$ cat src/rtl/mining_pkg.sv
// Shared constants and types for the mining-path memory readout.
package mining_pkg;

    localparam int unsigned DATA_WIDTH      = 8;
    localparam int unsigned DATA_DEPTH      = 512;
    localparam int unsigned ADDR_WIDTH      = 9;
    localparam int unsigned WORD_WIDTH      = 32;
    localparam int unsigned WORDS_PER_CHUNK = 16;

    // Readout sequencer states
    typedef enum logic [1:0] {
        IDLE  = 2'd0,
        FETCH = 2'd1,
        HOLD  = 2'd2,
        DONE  = 2'd3
    } packer_state_t;

endpackage

$ cat src/rtl/byte_packer.sv
// Big-endian byte-to-word shift register; first captured byte ends up in the MSBs.
module byte_packer #(
    parameter int unsigned DATA_WIDTH = mining_pkg::DATA_WIDTH,
    parameter int unsigned WORD_WIDTH = mining_pkg::WORD_WIDTH
) (
    input  logic                  clk,
    input  logic                  reset,
    input  logic                  clear,
    input  logic                  cap_en,
    input  logic [DATA_WIDTH-1:0] byte_in,
    output logic [WORD_WIDTH-1:0] word,
    output logic                  word_full
);

    localparam int unsigned BYTES = WORD_WIDTH / DATA_WIDTH;
    localparam int unsigned CNT_W = $clog2(BYTES) + 1;
    localparam logic [CNT_W-1:0] LAST_CNT = CNT_W'(BYTES - 1);

    logic [CNT_W-1:0] cnt_q;

    // Shift in one byte per capture; flag the word once the last byte lands
    always_ff @(posedge clk or negedge reset) begin
        if (!reset) begin
            word      <= '0;
            cnt_q     <= '0;
            word_full <= 1'b0;
        end else if (clear) begin
            word      <= '0;
            cnt_q     <= '0;
            word_full <= 1'b0;
        end else if (cap_en) begin
            word      <= {word[WORD_WIDTH-DATA_WIDTH-1:0], byte_in};
            cnt_q     <= cnt_q + CNT_W'(1);
            word_full <= (cnt_q == LAST_CNT);
        end
    end

endmodule

$ cat src/rtl/mem_word_packer.sv
// Walks the block-data memory 0..DEPTH-1 and streams big-endian packed words
// to the message scheduler over valid/ready, tagging chunk and block ends.
module mem_word_packer #(
    parameter int unsigned DATA_WIDTH      = mining_pkg::DATA_WIDTH,
    parameter int unsigned DATA_DEPTH      = mining_pkg::DATA_DEPTH,
    parameter int unsigned ADDR_WIDTH      = mining_pkg::ADDR_WIDTH,
    parameter int unsigned WORD_WIDTH      = mining_pkg::WORD_WIDTH,
    parameter int unsigned WORDS_PER_CHUNK = mining_pkg::WORDS_PER_CHUNK
) (
    input  logic                  clk,
    input  logic                  reset,
    input  logic                  start,
    input  logic                  fine_scrittura,
    input  logic [DATA_WIDTH-1:0] out_mem,
    output logic [ADDR_WIDTH-1:0] indirizzo_read,
    output logic [WORD_WIDTH-1:0] word_out,
    output logic                  word_valid,
    input  logic                  word_ready,
    output logic                  chunk_last,
    output logic                  block_last,
    output logic                  busy,
    output logic                  done
);

    import mining_pkg::*;

    localparam int unsigned BYTES     = WORD_WIDTH / DATA_WIDTH;
    localparam int unsigned NUM_WORDS = DATA_DEPTH / BYTES;
    localparam int unsigned WIDX_W    = $clog2(NUM_WORDS);
    localparam int unsigned CHUNK_W   = $clog2(WORDS_PER_CHUNK);
    localparam int unsigned ICNT_W    = $clog2(BYTES) + 1;

    localparam logic [ADDR_WIDTH-1:0] LAST_ADDR     = ADDR_WIDTH'(DATA_DEPTH - 1);
    localparam logic [WIDX_W-1:0]     LAST_WORD     = WIDX_W'(NUM_WORDS - 1);
    localparam logic [CHUNK_W-1:0]    LAST_IN_CHUNK = CHUNK_W'(WORDS_PER_CHUNK - 1);
    localparam logic [ICNT_W-1:0]     ISSUE_MAX     = ICNT_W'(BYTES);

    packer_state_t state_q, state_d;

    logic [ADDR_WIDTH-1:0] addr_d;
    logic [ICNT_W-1:0]     icnt_q, icnt_d;
    logic [WIDX_W-1:0]     widx_q, widx_d;
    logic                  cap_pipe_q;
    logic [WORD_WIDTH-1:0] word_out_d;
    logic                  word_valid_d;
    logic                  chunk_last_d;
    logic                  block_last_d;
    logic                  busy_d;
    logic                  done_d;
    logic                  issue_c;
    logic                  pk_clear_c;
    logic [WORD_WIDTH-1:0] pk_word;
    logic                  pk_full;

    // Byte assembly; capture strobe trails each issued address by the read latency
    byte_packer #(
        .DATA_WIDTH (DATA_WIDTH),
        .WORD_WIDTH (WORD_WIDTH)
    ) u_packer (
        .clk       (clk),
        .reset     (reset),
        .clear     (pk_clear_c),
        .cap_en    (cap_pipe_q),
        .byte_in   (out_mem),
        .word      (pk_word),
        .word_full (pk_full)
    );

    // State register
    always_ff @(posedge clk or negedge reset) begin
        if (!reset) begin
            state_q <= IDLE;
        end else begin
            state_q <= state_d;
        end
    end

    // Next state, address issue and registered-output next values
    always_comb begin
        state_d      = state_q;
        addr_d       = indirizzo_read;
        icnt_d       = icnt_q;
        widx_d       = widx_q;
        word_out_d   = word_out;
        word_valid_d = word_valid;
        chunk_last_d = chunk_last;
        block_last_d = block_last;
        busy_d       = busy;
        done_d       = 1'b0;
        issue_c      = 1'b0;
        pk_clear_c   = 1'b0;

        case (state_q)
            IDLE: begin
                if (start && fine_scrittura) begin
                    state_d    = FETCH;
                    addr_d     = '0;
                    icnt_d     = '0;
                    widx_d     = '0;
                    busy_d     = 1'b1;
                    pk_clear_c = 1'b1;
                end
            end
            FETCH: begin
                if (icnt_q != ISSUE_MAX) begin
                    issue_c = 1'b1;
                end
                if (pk_full) begin
                    state_d      = HOLD;
                    word_out_d   = pk_word;
                    word_valid_d = 1'b1;
                    chunk_last_d = (widx_q[CHUNK_W-1:0] == LAST_IN_CHUNK);
                    block_last_d = (widx_q == LAST_WORD);
                    pk_clear_c   = 1'b1;
                    icnt_d       = '0;
                end
            end
            HOLD: begin
                if (word_ready) begin
                    word_valid_d = 1'b0;
                    chunk_last_d = 1'b0;
                    block_last_d = 1'b0;
                    if (widx_q == LAST_WORD) begin
                        state_d = DONE;
                        done_d  = 1'b1;
                    end else begin
                        // The handshake edge also issues the already-presented next address
                        state_d = FETCH;
                        widx_d  = widx_q + WIDX_W'(1);
                        issue_c = 1'b1;
                    end
                end
            end
            DONE: begin
                state_d = IDLE;
                busy_d  = 1'b0;
            end
            default: begin
                state_d = IDLE;
            end
        endcase

        // Address saturates at the last location so it never wraps
        if (issue_c) begin
            icnt_d = icnt_q + ICNT_W'(1);
            if (indirizzo_read != LAST_ADDR) begin
                addr_d = indirizzo_read + ADDR_WIDTH'(1);
            end
        end
    end

    // Counters, capture pipeline and output registers
    always_ff @(posedge clk or negedge reset) begin
        if (!reset) begin
            indirizzo_read <= '0;
            icnt_q         <= '0;
            widx_q         <= '0;
            cap_pipe_q     <= 1'b0;
            word_out       <= '0;
            word_valid     <= 1'b0;
            chunk_last     <= 1'b0;
            block_last     <= 1'b0;
            busy           <= 1'b0;
            done           <= 1'b0;
        end else begin
            indirizzo_read <= addr_d;
            icnt_q         <= icnt_d;
            widx_q         <= widx_d;
            cap_pipe_q     <= issue_c;
            word_out       <= word_out_d;
            word_valid     <= word_valid_d;
            chunk_last     <= chunk_last_d;
            block_last     <= block_last_d;
            busy           <= busy_d;
            done           <= done_d;
        end
    end

endmodule
$ cat config.mk
export PLATFORM = sky130hd
export DESIGN_NAME = mem_word_packer
export DESIGN_NICKNAME = d
export VERILOG_FILES = /design/src/rtl/mining_pkg.sv /design/src/rtl/byte_packer.sv /design/src/rtl/mem_word_packer.sv
export SDC_FILE = /design/constraint.sdc
export NUM_CORES = 1
export LEC_CHECK = 0
export CAP_MARGIN = 25
export CELL_PAD_IN_SITES_DETAIL_PLACEMENT = 2
export CELL_PAD_IN_SITES_GLOBAL_PLACEMENT = 2
export CORE_UTILIZATION = 41
export CTS_BUF_LIST = sky130_fd_sc_hd__clkbuf_2
export CTS_CLUSTER_DIAMETER = 50
export DETAILED_ROUTE_END_ITERATION = 12
export PLACE_DENSITY = 0.95
export SYNTH_ARGS = -nofsm -noshare
export SYNTH_HDL_FRONTEND = slang
export SYNTH_SLANG_ARGS = --single-unit
$ cat constraint.sdc
create_clock -name clk -period 3.1 [get_ports clk]
set_input_delay 0.31 -clock clk [delete_from_list [all_inputs] [get_ports clk]]
set_output_delay 0.31 -clock clk [all_outputs]
set_load 0.02 [all_outputs]
Word-level counts from Yosys, hierarchy flattened --
Index checks and enable logic that the tools add are counted.
Storage, ports and cells: bits in registers 95, input port bits 13, output and inout port bits 46, word-level logic and storage cells 87
Cells by class: $add $sub $neg 4, eq/ne operators 14, muxes and demuxes 42, reduce and logical (&&, ||, !) cells 13
Operators with widths (number):
- 32-bit two-way mux | 2
- 9-bit two-way mux | 4
- 7-bit two-way mux | 3
- 1-bit two-way mux | 15
- 3-bit two-way mux | 5
- 7-bit case mux with 2 select lines | 1
- 1-bit case mux with 2 select lines | 6
- 9-bit by 1-bit adder with 9-bit output, second input constant | 1
- 9-bit inequality test, second input constant | 1
- 3-bit AND reduction | 3
- 2-bit two-way mux | 4
- 2-bit case mux with 4 select lines | 1
- 2-bit nonzero test | 4
- 7-bit by 1-bit adder with 7-bit output, second input constant | 1
- 7-bit equality test, second input constant | 1
- 3-bit by 1-bit adder with 3-bit output, second input constant | 2
- 2-bit inequality test, second input constant | 3
- 3-bit inequality test, second input constant | 2
- 3-bit case mux with 2 select lines | 1
- 2-bit equality test, second input constant | 2
- 4-bit equality test, second input constant | 1
- 2-bit AND reduction | 2
- 4-bit AND reduction | 1
- 3-bit by 2-bit equality test with 1-bit output, second input constant | 1
- 6 further kinds | 6

Depth between registers and ports, before layout --
Gate-level depths: netlist of run 1.
depth in word-level cells 6, mapped depth 9

Modules after synthesis --
From an unflattened synthesis of run 1, not the netlist that was laid out.
Unflattened totals: cell total of the unflattened synthesis 360, area, all modules 4300.4 µm²
By module, submodules not included:
- mem_word_packer | instances 1, cells an instance 241, area an instance 2787.7 µm², seq. area each 1476.4 µm²
- byte_packer | instances 1, cells an instance 119, area an instance 1512.7 µm², seq. area each 900.9 µm²

Least setup slack after synthesis of run 1 --
No wires, ideal clock.
path type register -> register, start point reg indirizzo_read[0], end point reg indirizzo_read[5], data arrival time 1970 ps, data required time 2978 ps, setup slack 1009 ps, cell stages (with the launch flop) 10, buffers on the path 0, clock period less this slack 2091 ps, cell sequence dfrtp_1 > ha_1 > nand3_1 > nor2_1 > ha_1 > nand4b_1 > nor2_1 > nor2_1 > mux2_2 > a32o_1
Between the ends: cells in the longest elaborated chain, start to end 3
Ends and longest elaborated chain:
- start, declared | RTL line mem_word_packer.sv:15 | output logic [ADDR_WIDTH-1:0] indirizzo_read,
- start signal, assigned | RTL line mem_word_packer.sv:166 | indirizzo_read <= addr_d;
- 9-bit by 1-bit adder with 9-bit output or 9-bit inequality test (tied branches) | RTL line mem_word_packer.sv:147, mem_word_packer.sv:146
- 9-bit two-way mux * | RTL line mem_word_packer.sv:146 | if (indirizzo_read != LAST_ADDR) begin
- 9-bit two-way mux * | RTL line mem_word_packer.sv:144 | if (issue_c) begin
- net addr_d[5] | RTL line mem_word_packer.sv:40 | logic [ADDR_WIDTH-1:0] addr_d;
The timed path passes the listed nets; every way through them passes the cells marked *. A chain may end at the register's enable or synchronous reset.

Worst setup path in the final report of run 1 --
Ends and elaborated chain as after synthesis.

==> results_dict.tcl, run 1 <==
set metrics [dict create \
    status "complete, no violations" \
    hold_viol 0 \
    timing.rr.end "indirizzo_read[5]" \
    first_pass_iters 4 \
    io_buffers 58 \
    vdd_drop_max_mv 0.331 \
    post-route-period-util_pct 73.0 \
    setup_slack_ns 0.838 \
    yosysWarnings 0 \
    drv_cap 0 \
    routed_wl_um 11100 \
    max_stage_delay_ns 0.48 \
    min_path_type "primary input to async pin" \
    n_fill_cell 977 \
    fp.coreArea_um2 9860 \
    drtAntennaViolNets 0 \
    path_cells "ha_1 -> nand3_1 -> nor2_1 -> ha_1 -> nand4b_1 -> nor2_1 -> nor2_1 -> mux2_2 -> a32o_1" \
    swShare_pct 42.2 \
    p_seq_share_pct 45.2 \
    setup_tns_ns 0 \
    numCtsBuffers 9 \
    cts_tree "yes" \
    relSlewSlack_pct 51.9 \
    syn-num-nets 377 \
    yosysMostFrequentCell "dfrtp_1" \
    finClkSkew_ns 0.0374 \
    ff2ff_setup_slack_ns 0.84 \
    synth_edf_count 0 \
    post-route-util_pct 50.9 \
    clk_pin_slew_worst_paths_ns 0.27 \
    start_util_pct 42.6 \
    final_nets 436 \
    clk_root_buffer_cell "clkbuf_2" \
    syn_to_final_growth_pct 19.6 \
    r2r_start "indirizzo_read[0]" \
    grt_start_max_net_pins 56 \
    h-tree-depth 3 \
    synth_top_cells_by_count "dfrtp_1 (95), nor2_1 (48), mux2i_1 (35), mux2_2 (33), nand3_1 (20)" \
    grt_use_total_pct 22.9 \
    setup_viol 0 \
    wl_per_cell_um 20.2 \
    grt_pass1_vias 3270 \
    die_area_um2 10700 \
    pwr-share-clk_pct 13.1 \
    crit_fanout 5 \
    ys_seq_area_share_pct 56.6 \
    startpoint_type "flop" \
    overflow 0 \
    synth.top_cell.area_share_pct 56.6 \
    period_needed_ns 2.26 \
    grt_setup_unrepaired "false" \
    clockBufferDepth 2 \
    die_w_um 103 \
    ys_top_cells_by_area "dfrtp_1 (57%), mux2_2 (8.8%), mux2i_1 (8.3%), nor2_1 (4.3%), ha_1 (3.3%)" \
    fmax_ghz 0.442 \
    pre_cts_ws_ns 0.876 \
    cp_slowest_cell "dfrtp_1" \
    worstPathRequired_ns 3.63 \
    synth_cell_type_count 41 \
    synth_top_area_cell "dfrtp_1" \
    r2r_cells 9 \
    netlist_instances 353 \
    arrival_ns 2.79 \
    power.density_nw_per_um2 890 \
    ys_ff_latch 95 \
    path_class "flop to flop" \
    combinationalPowerShare_pct 41.7 \
    drc_errors 0 \
    num_vias 2924 \
    insertion_delay_ns 0.62 \
    cpMostUsedCell "nor2_1" \
    clock-sinks 95 \
    ioPinCount 59 \
    intPower_mw 2.59 \
    postSynthAreaPerCell_um2 11.9 \
    tightest_slew_ns 0.721 \
    drv_slew 0 \
    cts_resized 0 \
    crit_path_end_kind "flop" \
    post_cts_buffers 0 \
    synthArstFlopShare_pct 100 \
    synth_area_um2 4200 \
    p_leak_nw 2.35 \
    vias_per_cell 5.31 \
    dpl.hpwl_um 7770 \
    fp.dieH_um 103 \
    grt_pass1_wl_um 17800 \
    switchingPower_mw 1.89 \
    first_iter_violations 65 \
    post_route_cells_drive_above_1_share_pct 15.3 \
    ys.flop_type "dfrtp_1" \
    antenna_found_initial 1 \
    gp_congestion 0.789 \
    num_rows 36 \
]
-- layer usage --
metal | GRT usage, % | up-vias | routed length (µm) | share of wire, %
met2 | 40.5 | 39 | 5950 | 53
met3 | 4.70 | 18 | 244 | 2.2
met4 | 7.37 | 0 | 170 | 1.5
li1 | - | 1334 | - | -
met1 | 28.2 | 1533 | 4760 | 43
met5 | 0 | - | 0 | 0
-- power by group through the flow --
stage	clock, mW	combinational [mW]	sequential [mW]
floorplan	0	1.04	2.08
detailed placement	0	1.78	2.12
CTS	0.588	1.80	2.09
global route	0.641	2.05	2.08
global placement	0	1.63	2.05
finish	0.584	1.86	2.02
-- sequential cells by signal, summed over array words and instances, names as in the netlist --
register            cells
u_packer.word          32
word_out               32
indirizzo_read          9
widx_q                  7
icnt_q                  3
u_packer.cnt_q          3
state_q                 2
block_last              1
busy                    1
cap_pipe_q              1
chunk_last              1
done                    1
u_packer.word_full      1
word_valid              1
-- cells by family (layout without fill, tap and decap cells) --
group / count (synthesis) / count (layout) / synth area share [%]
xor gates and xnor gates: 7 / 7 / 1.46
other: 0 / 1 / 0
DFF: 95 / 95 / 56.6
buffers and inverters: 31 / 95 / 3.34
AOI/OAI and AO/OA: 39 / 39 / 7.21
and+or+nand+nor: 102 / 102 / 10.9
muxes: 68 / 68 / 17.2
adders and majority gates: 11 / 11 / 3.28
-- cell type report --
type,instances,area (µm²),share of cell area (%)
Sequential cell,95,2380,47.3
Multi-Input combinational cell,227,1680,33.5
Timing Repair Buffer,64,638,12.7
Tap cell,133,166,3.31
Inverter,15,56.3,1.12
Clock inverter,7,55.1,1.10
Clock buffer,9,45.0,0.897
Antenna cell,1,2.50,0.0498
-- critical path, delay by kind of cell (launching register included) --
family / cells / cell delay (ns)
AO/OA/AOI/OAI: 1 / 0.20
multiplexers: 1 / 0.26
flip-flops: 1 / 0.48
adder cells (fa/ha/maj): 2 / 0.51
AND/OR/NAND/NOR: 5 / 0.75
-- worst max path at each step --
stage | from | end | slack, ns | cells past startpoint
after floorplan | indirizzo_read[0] | indirizzo_read[5] | 1.01 | 9
after global placement | indirizzo_read[3] | indirizzo_read[5] | 1.00 | 9
after detailed placement | state_q[0] | u_packer.cnt_q[2] | 0.88 | 6
after CTS | state_q[0] | indirizzo_read[6] | 0.84 | 7
after global routing | state_q[0] | u_packer.cnt_q[1] | 0.67 | 6
final | indirizzo_read[0] | indirizzo_read[5] | 0.84 | 9
-- placed cells by master (no fill, tap or decap), drive strengths merged, types with 2 or more instances in the layout --
cell	n
nand2	18
o211ai	2
nor2	49
mux2	33
and3	4
clkbuf	9
a21oi	3
nor2b	2
xor2	5
o21ai	16
a22o	5
a2bb2oi	2
clkdlybuf4s50	57
o22ai	2
xnor2	2
clkinv	3
ha	11
a32o	2
a211oi	2
inv	18
mux2i	35
buf	6
dfrtp	95
nand2b	4
nand3	20
-- repair_timing --
action / in CTS / in global routing
hold endpoints to repair: 53 / 0
hold buffers: 1 / 0
endpoints found under the setup margin: 0 / 0
-- stage by stage --
step / instances / hold slack, ns / cell area (µm²) / total power, mW
3_5_place_dp: 532 / 0.420 / 4890 / 3.89
5_1_grt: 551 / 0.249 / 5020 / 4.77
6_report: 551 / 0.232 / 5020 / 4.47
2_1_floorplan: 353 / 0.0144 / 4200 / 3.13
4_1_cts: 549 / 0.270 / 5000 / 4.49
3_3_place_gp: 532 / 0.398 / 4890 / 3.68
No activity file was read; power rests on OpenSTA's default activity.
==> inputs of run 2 (changes only) <==
- CORE_UTILIZATION: 41 -> 38
- PLACE_DENSITY: 0.95 -> 0.91
- clock period: 3.1 -> 2.1 ns (I/O delays scaled with it)
==> results_dict.tcl, run 2 (synthesis gave the netlist of run 1 again) <==
set metrics [dict create \
    drtAntennaViolNets 0 \
    mostFrequentLayoutCell "dfrtp_1" \
    post_route_cells_drive_above_1_share_pct 21.0 \
    routed_wl_um 12200 \
    ioPinCount 59 \
    num_vias 3037 \
    antenna_cells 0 \
    die_w_um 107 \
    vias_per_cell 5.29 \
    p_leak_nw 2.46 \
    wl_per_cell_um 21.2 \
    layout_common_cells "dfrtp_1 (94), clkdlybuf4s50_1 (57), nor2_1 (45)" \
    fp.dieH_um 107 \
    worstPathRequired_ns 2.59 \
    die_area_um2 11500 \
    startpoint_type "flop" \
    reg.largest.list "u_packer.word (32), word_out (32), indirizzo_read (9)" \
    setup_viol 0 \
    grt_start_max_net_pins 55 \
    antenna_found_initial 0 \
    clock-sinks 95 \
    min_path_type "primary input to async pin" \
    grt_setup_unrepaired "true" \
    first_pass_iters 4 \
    relSlewSlack_pct 48.7 \
    grt_pass1_vias 3401 \
    grt_pass1_wl_um 18500 \
    crit_fanout 5 \
    insertion_delay_ns 0.60 \
    r2r_cells 9 \
    grt_use_met1_pct 26.0 \
    power.density_nw_per_um2 1330 \
    cts_tree "yes" \
    ff2ff_setup_slack_ns 0.02 \
    drv_slew 0 \
    grt_busiest_layer "met2" \
    grtUsageMet3_pct 3.10 \
    place_inst 546 \
    grtUsageMet2_pct 38.2 \
    fmax_ghz 0.482 \
    status "complete, no violations" \
    finClkSkew_ns 0.0454 \
    overflow 0 \
    drc_errors 0 \
    drv_cap 0 \
    clockBufferDepth 2 \
    post-route-period-util_pct 98.8 \
    syn_to_final_growth_pct 25.4 \
    period_needed_ns 2.08 \
    gp_congestion 0.746 \
    fp.coreArea_um2 10800 \
    vdd_drop_max_mv 0.558 \
    arrival_ns 2.56 \
    n_fill_cell 1072 \
    hold_viol 0 \
    final_nets 453 \
    io_buffers 58 \
    h-tree-depth 3 \
    clk_root_buffer_cell "clkbuf_2" \
    crit_path_end_kind "flop" \
    num_rows 38 \
    fin_cells 574 \
    path_class "flop to flop" \
    setup_slack_ns 0.0242 \
    pre_cts_ws_ns -0.0406 \
    timing.rr.end "indirizzo_read[5]" \
    numCtsBuffers 9 \
    first_iter_violations 119 \
    start_util_pct 38.9 \
    dpl.hpwl_um 7610 \
    clk_pin_slew_worst_paths_ns 0.28 \
    r2r_start "indirizzo_read[0]" \
    grt_use_total_pct 21.3 \
    tightest_slew_ns 0.767 \
]
run 2: changes by cell type in the layout (fill, tap and decap cells not counted), moves of 2 or more:
cell / change
buf_12: +3
ha_1: -4
ha_2: +3
nor2_2: +2
buf_4: +13
nor2_1: -3
clkinv_2: +2
inv_6: -2
run 2: repair_timing:
| action | CTS | global route |
|---|---|---|
| setup endpoints to repair | 3 | 7 |
| hold buffers | 2 | 0 |
| setup buffers | 6 | 4 |
| cloned | 0 | 0 |
| hold endpoints to repair | 95 | 0 |
| gates resized for setup | 3 | 10 |
| pin swaps | 2 | 3 |
run 2: report_power, final:
part | switching, mW | total (mW) | internal [mW]
clock | 0.688 | 0.979 | 0.292
combinational | 1.71 | 3.12 | 1.41
sequential | 0.499 | 2.93 | 2.43
run 2: stage by stage:
stage / hold WS, ns / power (mW) / util, % / setup TNS (ns) / cell area [µm²]
after CTS: 0.124 / 6.89 / 48.1 / 0 / 5190
after global placement: 0.0931 / 5.56 / 46.3 / 0 / 5000
after floorplan: -0.0856 / 4.61 / - / 0 / 4200
after global routing: 0.0970 / 7.46 / 48.8 / -0.123 / 5270
after detailed placement: 0.106 / 5.85 / 46.3 / -0.0406 / 5000
final: 0.133 / 7.03 / 48.8 / 0 / 5270
run 2: area by class of cell:
cell class,count,area [µm²],share of cell area (%)
Inverter,15,56.3,1.07
Tap cell,140,175,3.33
Clock inverter,6,68.8,1.31
Multi-Input combinational cell,227,1730,32.9
Clock buffer,10,50.0,0.950
Sequential cell,95,2380,45.2
Timing Repair Buffer,81,806,15.3
run 2: how the worst max path moves through the flow:
stage / startpoint / end
global placement: indirizzo_read[1] / indirizzo_read[5]
CTS: indirizzo_read[5] / indirizzo_read[5]
finish: indirizzo_read[0] / indirizzo_read[5]
detailed placement: indirizzo_read[1] / indirizzo_read[7]
floorplan: indirizzo_read[0] / indirizzo_read[5]
global route: indirizzo_read[0] / indirizzo_read[5]
run 2: worst max-delay path, stage by stage, from the launching register on:
cell and delay (ns):
dfrtp_1 0.45, ha_2 0.23, nand3_1 0.11, nor2_2 0.05
ha_2 0.21, nand4b_1 0.23, nor2_2 0.17, nor2_1 0.08
mux2_2 0.27, a32o_1 0.20
run 2: metal layers:
metal,wire length [µm],vias to the layer above
li1,-,1370
met1,5250,1589
met2,6370,56
met3,238,22
met4,320,0
met5,0,-
